File: config.mk
export PLATFORM = sky130hd
export DESIGN_NAME = decoder_stage
export DESIGN_NICKNAME = d
export VERILOG_FILES = /design/src/rtl/decoder_stage_pkg.sv /design/src/rtl/decoder_stage_decode_fields.sv /design/src/rtl/decoder_stage.sv
export SDC_FILE = /design/constraint.sdc
export NUM_CORES = 1
export LEC_CHECK = 0
export BUFFER_PORTS_ARGS = -buffer_cell sky130_fd_sc_hd__buf_2
export CORE_ASPECT_RATIO = 0.5
export CORE_MARGIN = 2
export CORE_UTILIZATION = 59
export CTS_BUF_LIST = sky130_fd_sc_hd__clkbuf_16
export DETAILED_ROUTE_END_ITERATION = 12
export GPL_TIMING_DRIVEN = 0
export MAX_ROUTING_LAYER = met4
export PLACE_DENSITY_LB_ADDON = 0.2
export REMOVE_ABC_BUFFERS = 1
export SLEW_MARGIN = 20
export SYNTH_ARGS = -nofsm -noshare
export SYNTH_HDL_FRONTEND = slang
export SYNTH_SLANG_ARGS = --single-unit
File: constraint.sdc
create_clock -name I_clk -period 3.5 [get_ports I_clk]
set_clock_uncertainty 0.15 [all_clocks]
set_input_delay 0.7 -clock I_clk [delete_from_list [all_inputs] [get_ports I_clk]]
set_output_delay 0.7 -clock I_clk [all_outputs]
set_load 0.01 [all_outputs]
File: src/rtl/decoder_stage_pkg.sv
`default_nettype none
// ============================================================================
//  Module      : decoder_stage_pkg
//  Description : Shared RV32 opcode/funct constants, immediate-format enum,
//                decoded-control bundle and the opcode-to-format helper.
//  Revision    : 1.0  initial release
// ============================================================================
package decoder_stage_pkg;

    // Major opcodes, instr[6:2]
    localparam logic [4:0] c_op_load     = 5'b00000;
    localparam logic [4:0] c_op_misc_mem = 5'b00011;
    localparam logic [4:0] c_op_op_imm   = 5'b00100;
    localparam logic [4:0] c_op_auipc    = 5'b00101;
    localparam logic [4:0] c_op_store    = 5'b01000;
    localparam logic [4:0] c_op_op       = 5'b01100;
    localparam logic [4:0] c_op_lui      = 5'b01101;
    localparam logic [4:0] c_op_branch   = 5'b11000;
    localparam logic [4:0] c_op_jalr     = 5'b11001;
    localparam logic [4:0] c_op_jal      = 5'b11011;
    localparam logic [4:0] c_op_system   = 5'b11100;

    // funct7 values accepted on OP
    localparam logic [6:0] c_funct7_base   = 7'b0000000;
    localparam logic [6:0] c_funct7_alt    = 7'b0100000;
    localparam logic [6:0] c_funct7_muldiv = 7'b0000001;

    // Branch funct3 encodings
    localparam logic [2:0] c_f3_beq   = 3'b000;
    localparam logic [2:0] c_f3_bne   = 3'b001;
    localparam logic [2:0] c_f3_rsv0  = 3'b010;
    localparam logic [2:0] c_f3_rsv1  = 3'b011;
    localparam logic [2:0] c_f3_blt   = 3'b100;
    localparam logic [2:0] c_f3_bge   = 3'b101;
    localparam logic [2:0] c_f3_bltu  = 3'b110;
    localparam logic [2:0] c_f3_bgeu  = 3'b111;

    typedef enum logic [2:0] {
        IMM_I = 3'd0,
        IMM_S = 3'd1,
        IMM_B = 3'd2,
        IMM_U = 3'd3,
        IMM_J = 3'd4
    } imm_fmt_e;

    // Decoded fields except the XLEN-wide immediate (kept separately)
    typedef struct packed {
        logic [4:0] rd;
        logic [2:0] funct3;
        logic [6:0] funct7;
        logic [4:0] opcode;
        logic [5:0] branchmask;
        logic       illegal;
    } dec_ctrl_t;

    // Anything not explicitly S/B/U/J uses the I-type layout
    function automatic imm_fmt_e imm_fmt(input logic [4:0] opcode);
        imm_fmt_e fmt;
        case (opcode)
            c_op_store:          fmt = IMM_S;
            c_op_branch:         fmt = IMM_B;
            c_op_lui, c_op_auipc: fmt = IMM_U;
            c_op_jal:            fmt = IMM_J;
            default:             fmt = IMM_I;
        endcase
        return fmt;
    endfunction

endpackage
`default_nettype wire

File: src/rtl/decoder_stage_decode_fields.sv
`default_nettype none
// ============================================================================
//  Module      : decode_fields
//  Description : Combinational field extraction, immediate generation,
//                branch one-hot and illegal-instruction detection.
//  Revision    : 1.0  initial release
// ============================================================================
module decode_fields
    import decoder_stage_pkg::*;
#(
    parameter int XLEN     = 32,
    parameter bit ENABLE_M = 1'b1
) (
    input  logic [31:0]     i_instr,
    output dec_ctrl_t       o_ctrl,
    output logic [XLEN-1:0] o_imm
);

    logic [4:0]  w_opcode;
    logic [2:0]  w_funct3;
    logic [6:0]  w_funct7;
    logic        w_known_op;
    logic        w_bad_branch;
    logic        w_bad_op;
    logic        w_illegal;
    logic [5:0]  w_branchmask;
    logic [31:0] w_imm32;

    assign w_opcode = i_instr[6:2];
    assign w_funct3 = i_instr[14:12];
    assign w_funct7 = i_instr[31:25];

    // Only the base-ISA major opcodes this core executes are recognised
    always_comb begin
        w_known_op = 1'b0;
        case (w_opcode)
            c_op_load, c_op_store, c_op_branch, c_op_jal, c_op_jalr,
            c_op_op, c_op_op_imm, c_op_lui, c_op_auipc,
            c_op_misc_mem, c_op_system: w_known_op = 1'b1;
            default:                    w_known_op = 1'b0;
        endcase
    end

    // OP accepts base/alt funct7 always, MULDIV only with the M extension
    always_comb begin
        w_bad_op = 1'b0;
        if (w_opcode == c_op_op) begin
            case (w_funct7)
                c_funct7_base, c_funct7_alt: w_bad_op = 1'b0;
                c_funct7_muldiv:             w_bad_op = !ENABLE_M;
                default:                     w_bad_op = 1'b1;
            endcase
        end
    end

    assign w_bad_branch = (w_opcode == c_op_branch) &&
                          ((w_funct3 == c_f3_rsv0) || (w_funct3 == c_f3_rsv1));

    assign w_illegal = (i_instr[1:0] != 2'b11) || !w_known_op ||
                       w_bad_branch || w_bad_op;

    // One-hot branch condition; illegal words never raise a mask bit
    always_comb begin
        w_branchmask = 6'b000000;
        if (!w_illegal && (w_opcode == c_op_branch)) begin
            case (w_funct3)
                c_f3_beq:  w_branchmask = 6'b000001;
                c_f3_bne:  w_branchmask = 6'b000010;
                c_f3_blt:  w_branchmask = 6'b000100;
                c_f3_bge:  w_branchmask = 6'b001000;
                c_f3_bltu: w_branchmask = 6'b010000;
                c_f3_bgeu: w_branchmask = 6'b100000;
                default:   w_branchmask = 6'b000000;
            endcase
        end
    end

    // Build the 32-bit immediate; every format has its sign in instr[31]
    always_comb begin
        w_imm32 = 32'h0;
        case (imm_fmt(w_opcode))
            IMM_S:   w_imm32 = {{20{i_instr[31]}}, i_instr[31:25], i_instr[11:7]};
            IMM_B:   w_imm32 = {{19{i_instr[31]}}, i_instr[31], i_instr[7],
                                i_instr[30:25], i_instr[11:8], 1'b0};
            IMM_U:   w_imm32 = {i_instr[31:12], 12'h000};
            IMM_J:   w_imm32 = {{11{i_instr[31]}}, i_instr[31], i_instr[19:12],
                                i_instr[20], i_instr[30:21], 1'b0};
            default: w_imm32 = {{20{i_instr[31]}}, i_instr[31:20]};
        endcase
    end

    generate
        if (XLEN > 32) begin : g_imm_ext
            assign o_imm = {{(XLEN-32){w_imm32[31]}}, w_imm32};
        end else begin : g_imm_native
            assign o_imm = w_imm32[XLEN-1:0];
        end
    endgenerate

    assign o_ctrl = '{
        rd:         i_instr[11:7],
        funct3:     w_funct3,
        funct7:     w_funct7,
        opcode:     w_opcode,
        branchmask: w_branchmask,
        illegal:    w_illegal
    };

endmodule
`default_nettype wire

File: src/rtl/decoder_stage.sv
`default_nettype none
// ============================================================================
//  Module      : decoder_stage
//  Description : Valid/ready instruction decode stage with a one-deep skid
//                entry behind the output register (two instructions total),
//                flush, PC pass-through and illegal-instruction flagging.
//  Revision    : 1.0  initial release
// ============================================================================
module decoder_stage
    import decoder_stage_pkg::*;
#(
    parameter int              XLEN     = 32,
    parameter bit              ENABLE_M = 1'b1,
    parameter logic [XLEN-1:0] RESET_PC = '0
) (
    input  logic            I_clk,
    input  logic            I_reset_n,
    input  logic            I_valid,
    output logic            O_ready,
    input  logic [31:0]     I_instr,
    input  logic [XLEN-1:0] I_pc,
    input  logic            I_flush,
    output logic [4:0]      O_rs1,
    output logic [4:0]      O_rs2,
    output logic            O_valid,
    input  logic            I_ready,
    output logic [XLEN-1:0] O_pc,
    output logic [4:0]      O_rd,
    output logic [4:0]      O_opcode,
    output logic [2:0]      O_funct3,
    output logic [6:0]      O_funct7,
    output logic [XLEN-1:0] O_imm,
    output logic [5:0]      O_branchmask,
    output logic            O_illegal
);

    dec_ctrl_t       w_in_ctrl;
    logic [XLEN-1:0] w_in_imm;
    logic            w_accept;
    logic            w_out_free;

    logic            r_out_valid;
    dec_ctrl_t       r_out_ctrl;
    logic [XLEN-1:0] r_out_imm;
    logic [XLEN-1:0] r_out_pc;

    logic            r_skid_valid;
    dec_ctrl_t       r_skid_ctrl;
    logic [XLEN-1:0] r_skid_imm;
    logic [XLEN-1:0] r_skid_pc;

    logic            r_ready;

    // Register-file addresses bypass the stage so operand reads overlap decode
    assign O_rs1 = I_instr[19:15];
    assign O_rs2 = I_instr[24:20];

    decode_fields #(
        .XLEN     (XLEN),
        .ENABLE_M (ENABLE_M)
    ) u_decode_fields (
        .i_instr (I_instr),
        .o_ctrl  (w_in_ctrl),
        .o_imm   (w_in_imm)
    );

    // r_ready mirrors !r_skid_valid; accept only needs the registered copy
    assign w_accept   = I_valid && r_ready;
    assign w_out_free = !r_out_valid || I_ready;

    // Output register + skid entry; flush beats both accept and consume
    always_ff @(posedge I_clk or negedge I_reset_n) begin
        if (!I_reset_n) begin
            r_out_valid  <= 1'b0;
            r_out_ctrl   <= '0;
            r_out_imm    <= '0;
            r_out_pc     <= RESET_PC;
            r_skid_valid <= 1'b0;
            r_skid_ctrl  <= '0;
            r_skid_imm   <= '0;
            r_skid_pc    <= '0;
            r_ready      <= 1'b1;
        end else if (I_flush) begin
            r_out_valid  <= 1'b0;
            r_skid_valid <= 1'b0;
            r_ready      <= 1'b1;
        end else if (w_out_free) begin
            // Output slot frees this cycle: the older skid entry goes first.
            // A held skid entry implies r_ready=0, so no accept competes.
            if (r_skid_valid) begin
                r_out_valid  <= 1'b1;
                r_out_ctrl   <= r_skid_ctrl;
                r_out_imm    <= r_skid_imm;
                r_out_pc     <= r_skid_pc;
                r_skid_valid <= 1'b0;
                r_ready      <= 1'b1;
            end else if (w_accept) begin
                r_out_valid  <= 1'b1;
                r_out_ctrl   <= w_in_ctrl;
                r_out_imm    <= w_in_imm;
                r_out_pc     <= I_pc;
            end else begin
                r_out_valid  <= 1'b0;
            end
        end else if (w_accept) begin
            // Output stalled: park the newcomer and stop fetch next cycle
            r_skid_valid <= 1'b1;
            r_skid_ctrl  <= w_in_ctrl;
            r_skid_imm   <= w_in_imm;
            r_skid_pc    <= I_pc;
            r_ready      <= 1'b0;
        end
    end

    assign O_ready      = r_ready;
    assign O_valid      = r_out_valid;
    assign O_pc         = r_out_pc;
    assign O_rd         = r_out_ctrl.rd;
    assign O_opcode     = r_out_ctrl.opcode;
    assign O_funct3     = r_out_ctrl.funct3;
    assign O_funct7     = r_out_ctrl.funct7;
    assign O_imm        = r_out_imm;
    assign O_branchmask = r_out_ctrl.branchmask;
    assign O_illegal    = r_out_ctrl.illegal;

endmodule
`default_nettype wire

==> flow_summary.toml <==
[worst_setup_path]
rr_worst_depth = 5
r2r_start = "r_skid_valid$_DFFE_PN0P_"
crit_path_cell_trace = "buf_16 > a21oi_2 > or3_4 > buf_12 > o21ai_0"
critical_path.slowest_cell = "dfrtp_4"
reg2reg_slack_ns = 0.90
crit_required_ns = 3.65
end_kind = "flop"
crit_path_end = "O_pc[12]$_DFFE_PN0P_"
critPathKind = "reg -> reg"
cp_num_cells = 5
cp-startpoint = "r_skid_valid$_DFFE_PN0P_"
startpoint_type = "flop"
cp_max_fo = 64
crit_family = "flip-flops"
r2r_end = "O_pc[12]$_DFFE_PN0P_"
critPathMaxStageDelay_ns = 0.64
path_buf_inv = 2
worstPathArrival_ns = 2.74

[clock_network]
clk_pin_slew_ns = 0.07
root_buffer = "clkbuf_16"
h-tree-depth = 4
cts_resized = 0
cts_buffer_depth = 2
tritoncts = "yes"
clock_sink_count = 183
cts_buffers = 17
ctsHoldBuffers = 0
clkLatencyLatePin_ns = 0.42
post-cts-setup-buffers = 0

[cells_and_area]
nets = 1069
fill_cells = 1057
antennaDiodeCount = 0
drive_gt1_share_pct = 24.0
finalInstanceArea_sq_mm = 0.00987
area.growth.synth_to_final_pct = 19.5

[place]
placed_area_sq_mm = 0.00929
hpwlAfterDp_microns = 12600
place_congestion = 0.765
port_buffers = 171

[drt]
detail_route.first_pass.iterations = 5
routedWlPerCell_microns = 15.9
drt_iter0_drc = 525
wirelength_microns = 19100
drc_errors = 0
antenna_left = 0
vias = 6602
via_per_inst = 5.50

[floorplanning]
dieWidth_microns = 171
die_area_sq_mm = 0.0150
ioPinCount = 172
die_y_microns = 87.7
placementRows = 30
initial_core_util_pct = 60.6
coreArea_sq_mm = 0.0136

[global_route]
grt_pass1_vias = 6403
grt.overflow.total = 0
grt_pass1_wl_microns = 31600
grt_max_degree = 78
grt_usage_pct = 27.6
grt_antenna_before_repair = 0

[synthesis]
netlist.area_leader.share_pct = 55.2
synth_seq_cells = 183
ys_top_cells_by_area = "dfrtp_1, nand2_1, mux2i_1"
yosysWarnings = 0
yosysSeqAreaShare_pct = 55.5
synth_area_sq_mm = 0.00826
synth_edf_count = 0
avgSynthCellArea_sq_um = 9.58
postSynthCellCount = 862
synth_ff_type = "dfrtp_1"
synth_cell_types = 51
async_flop_share_pct = 100
yosys.area.top_type = "dfrtp_1"

[sta]
rsz0062_at_grt = "no"
max_freq_mhz = 385
setup_viol = 0
fin_setup_tns_ns = 0
hold_viol_final = 0
worstMarginPinSlew_ns = 0.704
fin_crit_sh_pct = 74.2
drv_slew = 0
relSlewSlack_pct = 52.8
fin_crit_ns = 2.60

[power_and_ir_drop]
power.density_mw_per_mm2 = 577
p_leak_nw = 4.81
irDropWorstVdd_uv = 353

[status]
status = "completed"

[job]
drv_cap = 0

[hold_path]
hp-class = "in -> async"
## where the power goes
group	switching [mW]	leakage [nW]	internal (mW)	total, mW
clock	0.843	0.275	1.06	1.90
combinational	0.584	2.25	0.429	1.01
sequential	0.232	2.29	2.55	2.79
## routing by layer
layer  up-vias  GRT usage (%)  part of all wire, %
li1       3174              -                    -
met1      3242           35.5                   45
met2       164           44.9                   48
met3        22           5.33                  4.7
met4         0           8.63                  1.3
met5         -              -                    0
## kinds of logic (layout without fill, tap and decap cells)
family          Yosys count  after routing  synth area share [%]
flops                   183            183                  55.5
compound gates          179            179                  12.6
buf+inv                  76            223                  4.49
mux                      75             75                  9.32
fa+ha+maj                 3              3                 0.455
simple gates            346            346                  17.6
## how the worst min path moves through the flow
stage / to
after global routing: O_pc[13]$_DFFE_PN0P_
after detailed placement: r_skid_ctrl[1]$_DFFE_PN0P_
after floorplan: O_branchmask[0]$_DFFE_PN0P_
after global placement: r_skid_pc[15]$_DFFE_PN0P_
after CTS: O_pc[13]$_DFFE_PN0P_
final: O_pc[13]$_DFFE_PN0P_
## synthesized netlist by cell type, types with 11 or more instances
master and n:
a21oi_1 23, buf_2 17, buf_4 13, clkbuf_1 38, dfrtp_1 182, mux2_2 11, mux2i_1 63, nand2_1 288
nand3_1 15, o211ai_1 17, o21ai_0 87, o21ai_1 23
## layout make-up
| cell class | instances | area (sq um) | share of cell area [%] |
|---|---|---|---|
| clock inverters | 14 | 150 | 1.52 |
| well taps | 192 | 240 | 2.43 |
| repair buffers | 187 | 1130 | 11.5 |
| flip-flops and latches | 183 | 4580 | 46.5 |
| multi-input cells | 603 | 3320 | 33.6 |
| inverters | 5 | 18.8 | 0.190 |
| clock buffers | 17 | 425 | 4.31 |
## cell usage in the layout, fill, tap and decap left out, types with 3 or more instances in the layout
cell | netlist | final
nand2_1 | 288 | 288
dfrtp_1 | 182 | 181
buf_2 | 17 | 170
o21ai_0 | 87 | 87
mux2i_1 | 63 | 63
o21ai_1 | 23 | 23
a21oi_1 | 23 | 23
o211ai_1 | 17 | 17
clkbuf_16 | 0 | 17
nand3_1 | 15 | 15
mux2_2 | 11 | 11
nand3b_1 | 10 | 10
inv_1 | 5 | 7
nor2_1 | 7 | 7
o21a_1 | 6 | 6
buf_16 | 0 | 5
and3_1 | 4 | 4
a31oi_1 | 4 | 4
a311oi_1 | 4 | 4
clkinvlp_4 | 0 | 4
inv_6 | 0 | 4
buf_6 | 2 | 4
buf_4 | 13 | 4
nor2b_1 | 3 | 3
nand2b_1 | 3 | 3
ha_1 | 3 | 3
## state kept, by name (all words and copies together), names as in the netlist
register,count
O_branchmask,6
O_funct3,3
O_funct7,6
O_illegal,1
O_imm,32
O_opcode,5
O_pc,32
O_rd,5
O_ready,1
O_valid,1
r_skid_ctrl,27
r_skid_imm,31
r_skid_pc,32
r_skid_valid,1
## worst register-to-register path, cell delays in order (launching register included)
cell	delay, ns
dfrtp_4	0.64
buf_16	0.27
a21oi_2	0.28
or3_4	0.63
buf_12	0.33
o21ai_0	0.18
## through the flow
step	setup slack, ns	cells	util [%]	power [mW]	hold WS (ns)
floorplan	-1.46	791	-	3.34	0.254
global placement	-3.48	1154	66.1	3.76	0.307
detailed placement	0.680	1170	68.2	3.84	0.311
CTS	0.872	1201	72.4	5.73	0.0292
global route	0.732	1201	72.4	6.01	0.0372
finish	0.903	1201	72.4	5.70	0.0143
(Power assumes the default switching activity.)
